--- config.mk ---
export PLATFORM = sky130hd
export DESIGN_NAME = mem_ctrl
export DESIGN_NICKNAME = d
export VERILOG_FILES = /design/src/rtl/mem_ctrl.sv
export SDC_FILE = /design/constraint.sdc
export NUM_CORES = 1
export LEC_CHECK = 0
export CORE_MARGIN = 4
export CORE_UTILIZATION = 30
export DETAILED_ROUTE_END_ITERATION = 8
export SLEW_MARGIN = 10
export SYNTH_ARGS = -nofsm -noshare
export SYNTH_HDL_FRONTEND = slang
export SYNTH_SLANG_ARGS = --single-unit
--- constraint.sdc ---
create_clock -name clk -period 3 [get_ports clk]
set_input_delay 0.6 -clock clk [delete_from_list [all_inputs] [get_ports clk]]
set_output_delay 0.6 -clock clk [all_outputs]
set_load 0.05 [all_outputs]
--- src/rtl/mem_ctrl.sv ---
// Byte-serial memory controller: arbitrates fetch and load/store requests onto an 8-bit synchronous RAM.
// Optional build macro MEM_IO_STALL_EN adds in_io_buffer_full to hold back stores into the I/O region.
module mem_ctrl #(
    parameter logic [31:0] IO_ADDR_BASE = 32'h0003_0000
) (
    input  logic        clk,
    input  logic        rst,
    input  logic        in_rollback,
    input  logic        in_if_ena,
    input  logic [31:0] in_if_addr,
    output logic        out_if_ready,
    output logic [31:0] out_if_data,
    input  logic        in_ls_ena,
    input  logic        in_ls_write,
    input  logic [2:0]  in_ls_size,
    input  logic [31:0] in_ls_addr,
    input  logic [31:0] in_ls_data,
    output logic        out_ls_ready,
    output logic [31:0] out_ls_data,
    output logic        out_ram_rw,
    output logic [31:0] out_ram_addr,
    output logic [7:0]  out_ram_data,
    input  logic [7:0]  in_ram_data
`ifdef MEM_IO_STALL_EN
    ,
    input  logic        in_io_buffer_full
`endif
);

    typedef enum logic [1:0] {ST_IDLE = 2'd0, ST_READ = 2'd1, ST_WRITE = 2'd2} state_t;

    function automatic logic [7:0] get_byte(input logic [31:0] w, input logic [1:0] idx);
        case (idx)
            2'd0:    get_byte = w[7:0];
            2'd1:    get_byte = w[15:8];
            2'd2:    get_byte = w[23:16];
            default: get_byte = w[31:24];
        endcase
    endfunction

    function automatic logic [31:0] put_byte(input logic [31:0] w, input logic [1:0] idx, input logic [7:0] b);
        put_byte = w;
        case (idx)
            2'd0:    put_byte[7:0]   = b;
            2'd1:    put_byte[15:8]  = b;
            2'd2:    put_byte[23:16] = b;
            default: put_byte[31:24] = b;
        endcase
    endfunction

    // Sizes other than 1 and 2 run as full words.
    function automatic logic [2:0] size_to_n(input logic [2:0] sz);
        case (sz)
            3'd1:    size_to_n = 3'd1;
            3'd2:    size_to_n = 3'd2;
            default: size_to_n = 3'd4;
        endcase
    endfunction

    state_t      state_r, state_s;
    logic [2:0]  step_r, n_r, step_nx_s;
    logic [31:0] base_r, wdata_r, res_r, cap_word_s;
    logic        is_if_r;
    logic        if_pend_r, ls_pend_r, ls_write_r;
    logic [31:0] if_addr_r, ls_addr_r, ls_data_r;
    logic [2:0]  ls_size_r;
    logic        if_req_s, ls_req_s, if_have_s, ls_have_s, ls_write_eff_s, ls_blocked_s, io_full_s;
    logic [31:0] if_addr_eff_s, ls_addr_eff_s, ls_data_eff_s;
    logic [2:0]  ls_size_eff_s;
    logic        acc_if_s, acc_ls_s, done_s;
    logic        ram_rw_s, if_ready_s, ls_ready_s;
    logic [31:0] ram_addr_s;
    logic [7:0]  ram_data_s;
    logic        ram_rw_r, if_ready_r, ls_ready_r;
    logic [31:0] ram_addr_r, if_data_r, ls_rdata_r;
    logic [7:0]  ram_data_r;

    // A pulse in this cycle counts as pending and overrides the latched fields; rollback drops it.
    assign if_req_s       = in_if_ena & ~in_rollback;
    assign ls_req_s       = in_ls_ena & ~in_rollback;
    assign if_have_s      = if_pend_r | if_req_s;
    assign ls_have_s      = ls_pend_r | ls_req_s;
    assign if_addr_eff_s  = if_req_s ? in_if_addr  : if_addr_r;
    assign ls_addr_eff_s  = ls_req_s ? in_ls_addr  : ls_addr_r;
    assign ls_data_eff_s  = ls_req_s ? in_ls_data  : ls_data_r;
    assign ls_size_eff_s  = ls_req_s ? in_ls_size  : ls_size_r;
    assign ls_write_eff_s = ls_req_s ? in_ls_write : ls_write_r;
`ifdef MEM_IO_STALL_EN
    assign io_full_s = in_io_buffer_full;
`else
    assign io_full_s = 1'b0;
`endif
    assign ls_blocked_s = ls_write_eff_s & (ls_addr_eff_s >= IO_ADDR_BASE) & io_full_s;
    assign step_nx_s    = step_r + 3'd1;
    // RAM data now belongs to the byte addressed one cycle earlier.
    assign cap_word_s   = put_byte(res_r, step_r[1:0] - 2'd1, in_ram_data);

    // State register.
    always_ff @(posedge clk) begin
        if (rst) state_r <= ST_IDLE;
        else     state_r <= state_s;
    end

    // Next-state logic and arbitration (LSB ahead of fetch).
    always_comb begin
        state_s  = state_r;
        acc_if_s = 1'b0;
        acc_ls_s = 1'b0;
        done_s   = 1'b0;
        case (state_r)
            ST_IDLE: begin
                if (in_rollback) begin
                    state_s = ST_IDLE;
                end else if (ls_have_s && !ls_blocked_s) begin
                    acc_ls_s = 1'b1;
                    state_s  = ls_write_eff_s ? ST_WRITE : ST_READ;
                end else if (if_have_s) begin
                    acc_if_s = 1'b1;
                    state_s  = ST_READ;
                end else begin
                    state_s = ST_IDLE;
                end
            end
            ST_READ: begin
                if (in_rollback) begin
                    state_s = ST_IDLE;
                end else if (step_r == n_r) begin
                    done_s  = 1'b1;
                    state_s = ST_IDLE;
                end else begin
                    state_s = ST_READ;
                end
            end
            ST_WRITE: begin
                if (step_nx_s >= n_r) begin
                    done_s  = 1'b1;
                    state_s = ST_IDLE;
                end else begin
                    state_s = ST_WRITE;
                end
            end
            default: state_s = ST_IDLE;
        endcase
    end

    // Next values of the registered RAM and ready outputs.
    always_comb begin
        ram_rw_s   = 1'b0;
        ram_addr_s = 32'd0;
        ram_data_s = 8'd0;
        if_ready_s = 1'b0;
        ls_ready_s = 1'b0;
        case (state_r)
            ST_IDLE: begin
                if (acc_ls_s) begin
                    ram_rw_s   = ls_write_eff_s;
                    ram_addr_s = ls_addr_eff_s;
                    ram_data_s = ls_write_eff_s ? ls_data_eff_s[7:0] : 8'd0;
                end else if (acc_if_s) begin
                    ram_addr_s = if_addr_eff_s;
                end else begin
                    ram_addr_s = 32'd0;
                end
            end
            ST_READ: begin
                if (done_s) begin
                    if_ready_s = is_if_r;
                    ls_ready_s = ~is_if_r;
                end else if (!in_rollback && (step_nx_s < n_r)) begin
                    ram_addr_s = base_r + {29'd0, step_nx_s};
                end else begin
                    ram_addr_s = 32'd0;
                end
            end
            ST_WRITE: begin
                if (done_s) begin
                    ls_ready_s = 1'b1;
                end else begin
                    ram_rw_s   = 1'b1;
                    ram_addr_s = base_r + {29'd0, step_nx_s};
                    ram_data_s = get_byte(wdata_r, step_nx_s[1:0]);
                end
            end
            default: ram_rw_s = 1'b0;
        endcase
    end

    // Transaction datapath: byte counter, base address and word assembly.
    always_ff @(posedge clk) begin
        if (rst) begin
            step_r  <= 3'd0;
            n_r     <= 3'd0;
            base_r  <= 32'd0;
            wdata_r <= 32'd0;
            res_r   <= 32'd0;
            is_if_r <= 1'b0;
        end else if (acc_ls_s || acc_if_s) begin
            step_r  <= 3'd0;
            n_r     <= acc_ls_s ? size_to_n(ls_size_eff_s) : 3'd4;
            base_r  <= acc_ls_s ? ls_addr_eff_s : if_addr_eff_s;
            wdata_r <= ls_data_eff_s;
            res_r   <= 32'd0;
            is_if_r <= acc_if_s;
        end else if (state_r == ST_READ) begin
            step_r <= step_nx_s;
            res_r  <= (step_r != 3'd0) ? cap_word_s : res_r;
        end else if (state_r == ST_WRITE) begin
            step_r <= step_nx_s;
        end else begin
            step_r <= 3'd0;
        end
    end

    // Pending request latches, one per client.
    always_ff @(posedge clk) begin
        if (rst) begin
            if_pend_r  <= 1'b0;
            if_addr_r  <= 32'd0;
            ls_pend_r  <= 1'b0;
            ls_write_r <= 1'b0;
            ls_size_r  <= 3'd0;
            ls_addr_r  <= 32'd0;
            ls_data_r  <= 32'd0;
        end else begin
            if (in_rollback || acc_if_s) begin
                if_pend_r <= 1'b0;
            end else if (in_if_ena) begin
                if_pend_r <= 1'b1;
                if_addr_r <= in_if_addr;
            end else begin
                if_pend_r <= if_pend_r;
            end
            // A latched store survives rollback; a latched load does not.
            if (in_rollback) begin
                ls_pend_r <= ls_pend_r & ls_write_r;
            end else if (acc_ls_s) begin
                ls_pend_r <= 1'b0;
            end else if (in_ls_ena) begin
                ls_pend_r  <= 1'b1;
                ls_write_r <= in_ls_write;
                ls_size_r  <= in_ls_size;
                ls_addr_r  <= in_ls_addr;
                ls_data_r  <= in_ls_data;
            end else begin
                ls_pend_r <= ls_pend_r;
            end
        end
    end

    // Output registers; returned data holds until the next completion.
    always_ff @(posedge clk) begin
        if (rst) begin
            ram_rw_r   <= 1'b0;
            ram_addr_r <= 32'd0;
            ram_data_r <= 8'd0;
            if_ready_r <= 1'b0;
            ls_ready_r <= 1'b0;
            if_data_r  <= 32'd0;
            ls_rdata_r <= 32'd0;
        end else begin
            ram_rw_r   <= ram_rw_s;
            ram_addr_r <= ram_addr_s;
            ram_data_r <= ram_data_s;
            if_ready_r <= if_ready_s;
            ls_ready_r <= ls_ready_s;
            if_data_r  <= if_ready_s ? cap_word_s : if_data_r;
            ls_rdata_r <= (ls_ready_s && state_r == ST_READ) ? cap_word_s : ls_rdata_r;
        end
    end

    assign out_ram_rw   = ram_rw_r;
    assign out_ram_addr = ram_addr_r;
    assign out_ram_data = ram_data_r;
    assign out_if_ready = if_ready_r;
    assign out_if_data  = if_data_r;
    assign out_ls_ready = ls_ready_r;
    assign out_ls_data  = ls_rdata_r;

endmodule

==> run summary, run 1 <==
The root buffer selected by CTS was clkbuf_16. The H-tree was split into 2 levels. The tools report the gate count of the mapped netlist as 1546. Startpoint kind of the worst setup timing path: a register.

The setup violation total in the final timing report came out at 0. The critical path buffer and inverter count is 2. The startpoint identified for the worst register-to-register timing path is step_r[1]. The number of antenna violations at the first check in global routing is 0.

The min-delay analysis places its worst path in the category reg -> reg. For the worst setup path, the data arrival time is 3.20 ns. Largest fanout on the critical path: 4. The worst setup path is of the reg -> reg kind. The proportion of synthesized flip-flops having asynchronous set or reset was 0%. After the last flow step, the layout net total stands at 1849.

At the pin with the least slew margin, the transition time is 1.136 ns. By instance count, the leading cell after synthesis is dfxtp_1. The vertical extent of the die was 219.7 um; the time the worst path needs with I/O delays and setup was 2.766 ns. STA classifies the critical path endpoint as a register.

By area the synthesized netlist is led by dfxtp_1 (47%), mux2i_1 (11%), a21oi_1 (8.3%), nand2_1 (6.9%), a211oi_1 (3.7%). The die is 219.7 um wide. The congestion estimate from routability-driven global placement came to 0.8014. The maximum single-stage delay on the critical path is 0.45 ns, and the maximum clock path buffer count is 3. Standard cell core area: 44220 um^2. The worst setup slack after placement is 0.1447 ns, and the post-layout worst setup margin is 0.2339 ns.

The number of synthesized register bits is 314, and the summed negative setup slack over all endpoints is 0 ns. In this run the biggest area consumer among cell types represents 46.77% of the synthesized area. Detailed routing inserted a total of 11740 vias. Global routing used 27.74% of the available met2 tracks.

The tools report the highest ir drop seen on vdd as 0.2953 mV. The endpoint of the lowest-slack register-to-register path is out_ram_addr[28]. The tools report the pin count of the biggest net entering global routing as 71. The global-route usage over all layers was 16.42%.

Counting instances in the post-synthesis netlist gives the leading cell types as dfxtp_1 (314), nand2_1 (246), a21oi_1 (222). Counting instances, the worst hold path has a depth of 2. For the via count of the first global-routing pass, the log shows 11390. The multi-input logic area is 6555 um^2. The family of cells with the greatest summed delay on the critical path was adder cells. The number of enable-type register cells in the synthesized netlist works out to 0. The logs give 3.43 ns for the required time at the worst-slack endpoint and 28570 um for the half-perimeter wire length after detailed placement. The met1 track demand over resource is 21.18%. The largest total area in the synthesized netlist belongs to dfxtp_1.

After detailed routing, the average wire length per cell comes to 17.55 um. For the insertion delay of the later-clocked pin in the worst-skew pair, the log shows 0.53 ns. Reported leakage power: 5.882 nW.

The average via count per standard cell is 5.030, and the number of DRC violations after detailed-routing iteration 0 is 689. Between clock sinks in the finished design, the worst skew comes to 0.009833 ns. Relative to the synthesized area, the layout overhead comes to 30.30%.

For the initial standard-cell utilization of the core, the log shows 30.39%. Total number of clock tree sinks: 314. The synthesized netlist occupies a cell area of 13440 um^2. Based on the critical path, the design can be clocked at up to 361.5 MHz.

The startpoint of the worst hold path was ls_addr_r[6]. The flow ran to the end, and the final reports show no timing, DRC or antenna violations. The detail route stage leaves a number of antenna-violating nets equal to 0. The number of cells traversed by the worst register-to-register path came out at 9.

After clock tree synthesis, the flow added hold-fix buffers numbering 0. The final number of hold-violating endpoints is 0, and the number of DRC violations after detailed routing is 0. TritonCTS built the clock tree.

Setup repair after global routing left no endpoint under its margin. The number of antenna diodes in the final layout is 0. In this run, post-CTS repair resized a total of 0 instances.

In this run the mean area of a mapped cell was 8.694 um^2. The finished cells cover 17510 um^2. In the global route stage, met3 resource usage came out at 3.682%. The run gives 16300 um^2 as the post-detailed-placement cell area. The distinct cell type count after synthesis is 53, and the number of buffer cells added on primary ports is 219. The logs give 5 for the number of detailed-route iterations in the first pass and 4428 for the number of fill cells.

For the net count after synthesis, the log shows 1677. The run gives 0 as the final number of max-transition violations. The signal on the critical path passes through inv_1 -> ha_1 -> fa_1 -> a21oi_1 -> nor3b_1 -> and3_1 -> a221oi_1 -> nor3_1 -> buf_4. The die covers 48250 um^2.

Summing all flip-flop and latch instances after layout gives 6286 um^2. The final hold slack was 0.4515 ns. The tools report the global-route wire length before repair as 63380 um.

The predominant post-synthesis flop cell is dfxtp_1. The final worst-path cycle share was 92.20%; the worst-case register-to-register setup slack was 0.23 ns. The global routing stage identified its most utilized layer as met2.

In this run the core area contains 77 standard-cell rows. For the total overflow reported by the global router, the log shows 0. TritonCTS created 38 clock buffers. The run gives 46.77% as the sequential cell area fraction in the yosys report.

The routed design has 40960 um of wire. For this design the top-level I/O count stands at 220. The power per cell area came out at 556.5 nW/um^2. The worst hold path terminates at ls_addr_r[6].

The tightest slew margin relative to the limit was 23.83%. The run gives 0 as the total number of yosys warnings. For the post-CTS setup buffer count, the log shows 0.

Across the run, the number of max-cap violations was 0. Of the cells placed in the final design, the portion with a size suffix greater than 1 is 7.176%. The library cell contributing the largest single delay on the critical path is fa_1. The register clock-pin slew on the reported worst setup and hold paths is 0.06 ns.
==> worst reg2reg max path: cells and delay by family, from the launching register on <==
kind                       cells  cell delay [ns]
adders and majority gates      2             0.82
DFF                            1             0.38
buffers and inverters          2             0.26
and+or+nand+nor                3             0.48
AOI/OAI and AO/OA              2             0.73
==> cells in the final DEF (no fill, tap or decap), types with 10 or more instances in the layout <==
cell type        count
dfxtp_1            314
nand2_1            246
a21oi_1            221
clkdlybuf4s50_1    218
mux2i_1            146
nor2_1             114
a211oi_1            65
nand3_1             46
o22ai_1             41
clkbuf_16           39
buf_4               35
o21ai_0             26
xor2_1              22
ha_1                17
a31oi_1             15
a311oi_1            15
inv_1               12
buf_12              11
nor3b_1             10
nor4_1              10
clkbuf_8            10
==> flip-flops by register name (all words and copies together), names as in the netlist, 2 cells and up <==
name,flops
step_r,3
out_ram_data,8
ls_addr_r,32
out_if_data,32
out_ram_addr,32
base_r,32
ls_size_r,3
wdata_r,32
res_r,32
if_addr_r,32
out_ls_data,32
n_r,3
state_r,2
ls_data_r,32
==> metrics by stage <==
step | util, % | cells | total power, mW
floorplan | - | 1546 | 4.973
global placement | 36.86 | 2270 | 5.352
detailed placement | 36.86 | 2270 | 5.367
CTS | 39.59 | 2334 | 9.886
global route | 39.60 | 2334 | 10.13
finish | 39.60 | 2334 | 9.746
==> how the worst max path moves through the flow <==
| stage | slack, ns | start | depth (start not counted) | endpoint |
|---|---|---|---|---|
| after global placement | 0.20 | in_if_ena | 6 | wdata_r[6] |
| after global routing | 0.07 | step_r[1] | 9 | out_ram_addr[28] |
| after floorplan | 0.25 | step_r[0] | 10 | out_ram_addr[30] |
| after detailed placement | 0.14 | in_ls_ena | 5 | wdata_r[6] |
| final | 0.23 | step_r[1] | 9 | out_ram_addr[28] |
| after CTS | 0.14 | step_r[1] | 9 | out_ram_addr[29] |
==> power by group <==
group / switching (mW) / internal [mW]
combinational: 0.538 / 0.391
sequential: 0.0698 / 4.28
clock: 1.77 / 2.70
total: 2.38 / 7.37
==> routing by layer <==
| metal | wire [um] | share of wire, % | up-vias |
|---|---|---|---|
| met5 | 0 | 0 | - |
| met4 | 926 | 2.3 | 0 |
| met3 | 2382 | 5.8 | 53 |
| met2 | 19480 | 48 | 316 |
| met1 | 18180 | 44 | 5564 |
| li1 | - | - | 5807 |
==> kinds of logic (layout without fill, tap and decap cells) <==
group / Yosys count / after routing / share of synthesized area, %
simple gates: 480 / 480 / 15.48
flops: 314 / 314 / 46.77
buf+inv: 145 / 341 / 4.953
xor+xnor: 28 / 28 / 1.825
mux: 146 / 146 / 10.87
fa+ha+maj: 18 / 18 / 1.731
compound gates: 415 / 415 / 18.37
==> area by class of cell <==
class / instances / area share [%]
tap: 592 / 4.229
inverter: 12 / 0.2572
multi-input combinational: 1087 / 37.43
sequential: 314 / 35.89
clock inverter: 7 / 0.3787
clock buffer: 57 / 6.530
timing repair buffer: 265 / 15.28
Note: power is estimated with default switching activity, not from simulation.
==> run 2: changes to the inputs <==
--- a/config.mk
+++ b/config.mk
@@ -8,6 +8,7 @@
 export CORE_MARGIN = 4
 export CORE_UTILIZATION = 30
 export DETAILED_ROUTE_END_ITERATION = 8
+export SKIP_LAST_GASP = 1
 export SLEW_MARGIN = 10
 export SYNTH_ARGS = -nofsm -noshare
 export SYNTH_HDL_FRONTEND = slang
==> results of run 2 <==
Same layout as run 1: the final DEF is identical, and so are final timing and power.
==> run 3: changes to the inputs <==
--- a/config.mk
+++ b/config.mk
@@ -8,7 +8,7 @@
 export CORE_MARGIN = 4
 export CORE_UTILIZATION = 30
 export DETAILED_ROUTE_END_ITERATION = 8
-export SKIP_LAST_GASP = 1
+export DONT_BUFFER_PORTS = 1
 export SLEW_MARGIN = 10
 export SYNTH_ARGS = -nofsm -noshare
 export SYNTH_HDL_FRONTEND = slang
==> run 3 against run 2 <==
First-iteration DRC count is 5.4% lower. Utilization fell by 5.3 points. Sequential power grew 0.9%. Combinational power decreased by 36%. Wire length down 0.88%. Clock power about the same. Via count shrank 7.1%. Clock skew rose by 0.012 ns. Sequential share of layout area rose by 5.5 points. Critical endpoint is now out_if_data[15]. Highest routed layer unchanged.
==> run summary, run 3 (synthesis results as in run 1) <==
The run finished with clean final reports. Final worst-path cycle share: 94.16% (+2.0 points). The largest fanout on the critical path came out at 45 (+41). The worst-margin pin slew was 1.088 ns (-0.04805 ns). The power per cell area was 624.7 nW/um^2 (+12%).

The average wire per cell in the routed design was 19.24 um (+9.6%). The run gives 0.55 ns (+0.02 ns) as the insertion delay of the later-clocked pin in the worst-skew pair. The root buffer selected by CTS is clkbuf_16. The total number of clock tree sinks was 314 (unchanged). Reported leakage power: 5.009 nW (-15%). The global placement routability congestion came out at 0.7857 (-2.0%). The CTS buffer count came out at 37 (-2.6%). The logs give 27550 um (-3.6%) for the half-perimeter wire length after detailed placement and 652 (-5.4%) for the number of DRC violations after detailed-routing iteration 0.

The via count of the first global-routing pass is 10530 (-7.5%). Wire length on met3: 3113 um (+31%). The highest attainable clock frequency is 354.0 MHz (-2.1%). The x dimension of the die was 219.7 um (unchanged).

The worst clock skew was 0.02184 ns (+0.01201 ns); the final net count was 1622 (-12%). The H-tree depth came out at 2 (unchanged). The number of placement rows was 77 (unchanged).

The register clock-pin slew on the reported worst setup and hold paths works out to 0.06 ns (about the same). The average via count per standard cell was 5.168 (+2.7%). The utilization of the core after routing is 34.32% (-5.3 points). The final hold slack came out at 0.1256 ns (-0.3259 ns). The tightest slew margin relative to the limit is 27.45% (+3.6 points). The required time at the worst-slack endpoint came out at 3.46 ns (+0.03 ns). The run gives 15180 um^2 (-13%) as the post-layout instance area. For the total overflow reported by the global router, the log shows 0 (unchanged). The standard cell core area is 44220 um^2 (unchanged), and the share of layout cells above drive strength 1 is 7.708% (+0.53 points). The run gives 2110 (-9.6%) as the number of non-filler instances in the completed layout. After detailed routing, no signal wire sits above met4. Relative to the synthesized area, the layout overhead comes to 12.91%. The vertical extent of the die was 219.7 um (unchanged).

The tools report the pin count of the biggest net entering global routing as 227 (+220%). The endpoint kind of the worst setup timing path is a register. The run gives 40600 um (-0.88%) as the aggregate routed wire length. The global-route wire length before repair is 62010 um (-2.2%). The wire length the detailed router placed on met1 is 17290 um (-4.9%), and the number of antenna diodes is 0 (unchanged).

The tools report the worst-case register-to-register setup slack as 0.18 ns (-0.06 ns). The number of antenna violations at the first check in global routing came out at 0 (unchanged). The worst hold path terminates at out_if_data[30]. The worst endpoint data arrival time is 3.28 ns (+0.08 ns). For the highest ir drop seen on vdd, the log shows 0.4981 mV (+69%). The logs give 2042 (-10%) for the instance count after placement with tap cells included and 30.39% (unchanged) for the initial standard-cell utilization of the core. The global-route usage over all layers was 16.31% (-0.11 points).

The worst hold path begins at rst. The number of DRC violations after detailed routing came out at 0 (unchanged). The top-level I/O count is 220 (unchanged), and the number of cells on the worst hold path is 1 (-1).

The time the worst path needs with I/O delays and setup is 2.825 ns (+0.05869 ns). The startpoint of the worst-slack reg-to-reg timing path was step_r[0]. The setup violation total in the final timing report is 0 (unchanged). The setup path with the least slack is of type reg -> reg. The final number of max-transition violations was 0 (unchanged); the number of detailed-route iterations in the first pass was 5 (unchanged). The startpoint kind of the worst setup timing path is a register. The routed wire length on met2 is 18740 um (-3.8%), and the number of cells traversed by the worst register-to-register path is 9 (unchanged). Number of hold buffers added after CTS: 0 (unchanged).

The maximum clock path buffer count is 3 (unchanged). The tools report the die outline area as 48250 um^2 (unchanged). TritonCTS built the clock tree. Leaving out fill and tap cells, the most frequent cells in the layout are dfxtp_1 (314), nand2_1 (246), a21oi_1 (221). The number of buffer cells added on primary ports was 0 (-100%). The via count is 10900 (-7.1%), and the count of nets left with antenna violations after detail routing is 0 (unchanged). For the reported max-cap violation count, the log shows 0 (unchanged). The post-detailed-placement cell area is 13940 um^2 (-14%).

Endpoint of the lowest-slack register-to-register path: out_if_data[15]. The tools report the final number of hold-violating endpoints as 0 (unchanged). The commonest non-fill, non-tap cell in the layout is dfxtp_1. The worst hold path belongs to the class in -> reg.
-- run 3: cell types whose count changed in the layout (fill, tap and decap cells not counted) --
| cell | previous run | this run |
|---|---|---|
| buf_12 | 11 | 3 |
| inv_8 | 0 | 1 |
| clkdlybuf4s50_1 | 218 | 0 |
| clkinv_2 | 4 | 2 |
| inv_6 | 1 | 2 |
| clkbuf_1 | 8 | 10 |
| bufinv_16 | 1 | 2 |
| clkbuf_16 | 39 | 37 |
| clkinvlp_4 | 1 | 2 |
-- run 3: worst max-delay path, cell delays in order (launching register included) --
cell and delay, ns:
dfxtp_1 0.46, inv_1 0.16, ha_1 0.40, ha_1 0.32
nand2_1 0.05, o21ai_1 0.39, a21o_2 0.33, buf_12 0.25
a21oi_1 0.10, a211oi_1 0.25
-- run 3: cell type report --
cell class / count / area [um^2]
multi-input combinational: 1087 / 6555
fill: 4509 / 29050
timing repair buffer: 39 / 334.1
clock inverter: 9 / 113.9
inverter: 12 / 45.04
sequential: 314 / 6286
clock buffer: 57 / 1101
tap: 592 / 740.7
-- run 3: how the worst max path moves through the flow --
stage / from / end / slack (ns)
3_5_place_dp: step_r[0] / out_ram_addr[31] / 0.15
5_1_grt: step_r[0] / out_ram_addr[31] / -0.005
6_report: step_r[0] / out_if_data[15] / 0.18
4_1_cts: step_r[0] / out_ram_addr[31] / 0.13
2_1_floorplan: step_r[0] / out_ram_addr[30] / 0.25
3_3_place_gp: step_r[0] / out_ls_ready / 0.24
-- run 3: per-stage QoR --
stage	setup WS, ns	TNS, ns	total power [mW]
after floorplan	0.2451	0	4.973
after CTS	0.1331	0	9.618
after global placement	0.2354	0	5.063
after global routing	-0.005256	-0.005256	9.848
final	0.1752	0	9.481
after detailed placement	0.1508	0	5.078
-- run 3: power by group --
part / leakage, nW / total [mW] / internal (mW) / switching, mW
logic: 1.88 / 0.593 / 0.226 / 0.368
clock network: 0.591 / 4.50 / 2.71 / 1.79
registers: 2.54 / 4.39 / 4.28 / 0.114
total: 5.01 / 9.48 / 7.21 / 2.27
-- run 3: routing by layer --
layer | global-route usage, % | vias up
li1 | - | 5351
met1 | 20.01 | 5219
met2 | 26.43 | 259
met3 | 5.323 | 75
met4 | 6.720 | 0
met5 | 0 | -
-- run 3: repair_timing --
| item | 4_1_cts | 5_1_grt |
|---|---|---|
| setup buffers | 0 | 2 |
| gates resized for setup | 0 | 2 |
| setup endpoints to repair | 0 | 7 |
==> RTL edit: new RTL, flow settings as in run 1 <==
Add a define of `MEM_IO_STALL_EN`.
--- a/src/rtl/mem_ctrl.sv
+++ b/src/rtl/mem_ctrl.sv
@@ -1,4 +1,6 @@
 // Byte-serial memory controller: arbitrates fetch and load/store requests onto an 8-bit synchronous RAM.
 // Optional build macro MEM_IO_STALL_EN adds in_io_buffer_full to hold back stores into the I/O region.
+`define MEM_IO_STALL_EN
+
 module mem_ctrl #(
     parameter logic [31:0] IO_ADDR_BASE = 32'h0003_0000
Ports: changed (added in_io_buffer_full); port bits go from 220 to 221. No check against the original RTL was run, so the function may have changed too.
==> RTL edit against run 1 <==
Synthesized area up 4.7%; highest routed layer is now met5; setup slack got worse by 0.064 ns; combinational power grew 43%; power rose by 9.5%; clock skew rose by 0.016 ns; clock power up 9.2%; design area up 7.4%; largest power group unchanged; sequential cell count unchanged; maximum frequency fell by 2.2%; sequential power grew 2%; wire length rose by 9.6%.
==> RTL edit: results (changes against run 1) <==
ys_async_sr_fraction: 0  # unchanged
post-place-ws_ns: -0.413  # was 0.145 ns
leakagePower_nw: 6.41  # was 5.88 nW
grt_start_max_net_pins: 105  # was 71
cts_root_buffer: "clkbuf_16"  # unchanged
postSynthCellCount: 1634  # was 1546
worstHoldPathType: "in2reg"  # was reg2reg
grt.total_usage: 0.170  # was 0.164
dpl-instance-area_mm2: 0.0173  # was 0.0163 mm2
ys_seq_area_frac: 0.446  # was 0.468
grt_pass1_vias: 12000  # was 11400
ctsLongestPathBuffers: 3  # unchanged
htreeDepth: 2  # unchanged
drt_first_pass_iters: 6  # was 5
clock_latency_ns: 0.57  # was 0.53 ns
place_congestion: 0.838  # was 0.801
ys_types: 66  # was 53
clk_pin_slew_ns: 0.06  # about the same
antenna_found_initial: 2  # was 0
synth_warnings: 0  # unchanged
via_per_inst: 5.01  # was 5.03
synth_common_cells: "dfxtp_1 (314), nand2_1 (273), a21oi_1 (152)"  # was dfxtp_1 (314), nand2_1 (246), a21oi_1 (222)
clock_skew_ns: 0.0255  # was 0.00983 ns
place.port_buffers: 220  # was 219
synth-edff-count: 0  # unchanged
final_cells: 2489  # was 2334
grt_first_pass_wirelength_mm: 68.5  # was 63.4 mm
crit_arrival_ns: 3.30  # was 3.20 ns
syn_nets: 1766  # was 1677
yosys-top-cells-area: "dfxtp_1 (45%), mux2i_1 (9.7%), nand2_1 (7.3%)"  # was dfxtp_1 (47%), mux2i_1 (11%), a21oi_1 (8.3%)
dp.cells: 2412  # was 2270
outcome: "completed"  # unchanged
cp_max_fo: 8  # was 4
relSlewSlack: 0.436  # was 0.238
drive_gt1_frac: 0.0978  # was 0.0718
cts_made_buffers: 39  # was 38
vdd_ir_drop_max_uv: 383  # was 295 uV
drt_iter0_drc: 962  # was 689
post-dp-hpwl_mm: 32.1  # was 28.6 mm
routed_wl_mm: 44.9  # was 41.0 mm
nets: 1985  # was 1849
## RTL edit: report_power, final
group	internal (W)	total, W	switching [W]
Combinational	0.000577	0.00133	0.000758
Sequential	0.00434	0.00445	0.000111
Clock	0.00296	0.00488	0.00192
Total	0.00788	0.0107	0.00279
## RTL edit: logic make-up (layout without fill, tap and decap cells)
family                     after synthesis  after routing  share of synthesized area
and+or+nand+nor                        603            605                      0.194
AOI/OAI and AO/OA                      385            385                      0.184
DFF                                    314            314                      0.446
buffers and inverters                  151            396                     0.0452
muxes                                  138            138                     0.0985
xor gates and xnor gates                25             25                     0.0156
adders and majority gates               18             18                     0.0165
other                                    0              1                          0
## RTL edit: layer usage
metal | vias to the layer above | wire length [um] | global-route usage
li1 | 6152 | - | -
met2 | 345 | 21600 | 0.290
met4 | 2 | 918 | 0.0449
met1 | 5905 | 19700 | 0.223
met5 | - | 13 | 0
met3 | 63 | 2650 | 0.0315
## RTL edit: path summary, 6_finish.rpt
kind,slack (ns),cells past startpoint,start,end
worst min-delay path,0.42,2,rst,n_r[2]
worst max register to register,0.17,10,step_r[1],out_ram_addr[19]
worst max-delay path,0.17,10,step_r[1],out_ram_addr[19]
worst min register to register,0.45,2,ls_data_r[2],ls_data_r[2]
## RTL edit: metrics by stage
step,hold slack [ns],total power (W)
global placement,0.441,0.00584
CTS,0.389,0.0108
finish,0.423,0.0107
global route,0.423,0.0111
detailed placement,0.446,0.00586
floorplan,0.436,0.00528
## RTL edit: what timing repair did
action,in CTS,in global routing
resized for setup,3,3
setup buffers,0,5
endpoints found under the setup margin,55,55
gates cloned,0,2
pin swaps,1,3
## RTL edit: layout make-up
cell class | count | area, um2
fillers | 4627 | 27700
multi-input cells | 1171 | 7250
flip-flops and latches | 314 | 6290
repair buffers | 309 | 3100
clock buffers | 52 | 1100
well taps | 607 | 759
clock inverters | 17 | 233
inverters | 18 | 67.6
diodes | 1 | 2.50
## RTL edit: worst max-delay path, cell delays in order (launching register included)
cell and delay (ns):
dfxtp_2 0.39, ha_1 0.21, xor2_1 0.27, buf_4 0.17
ha_1 0.25, or2_2 0.15, o211a_1 0.24, nand3_2 0.19
or4b_1 0.51, a21o_1 0.20, a21oi_1 0.16
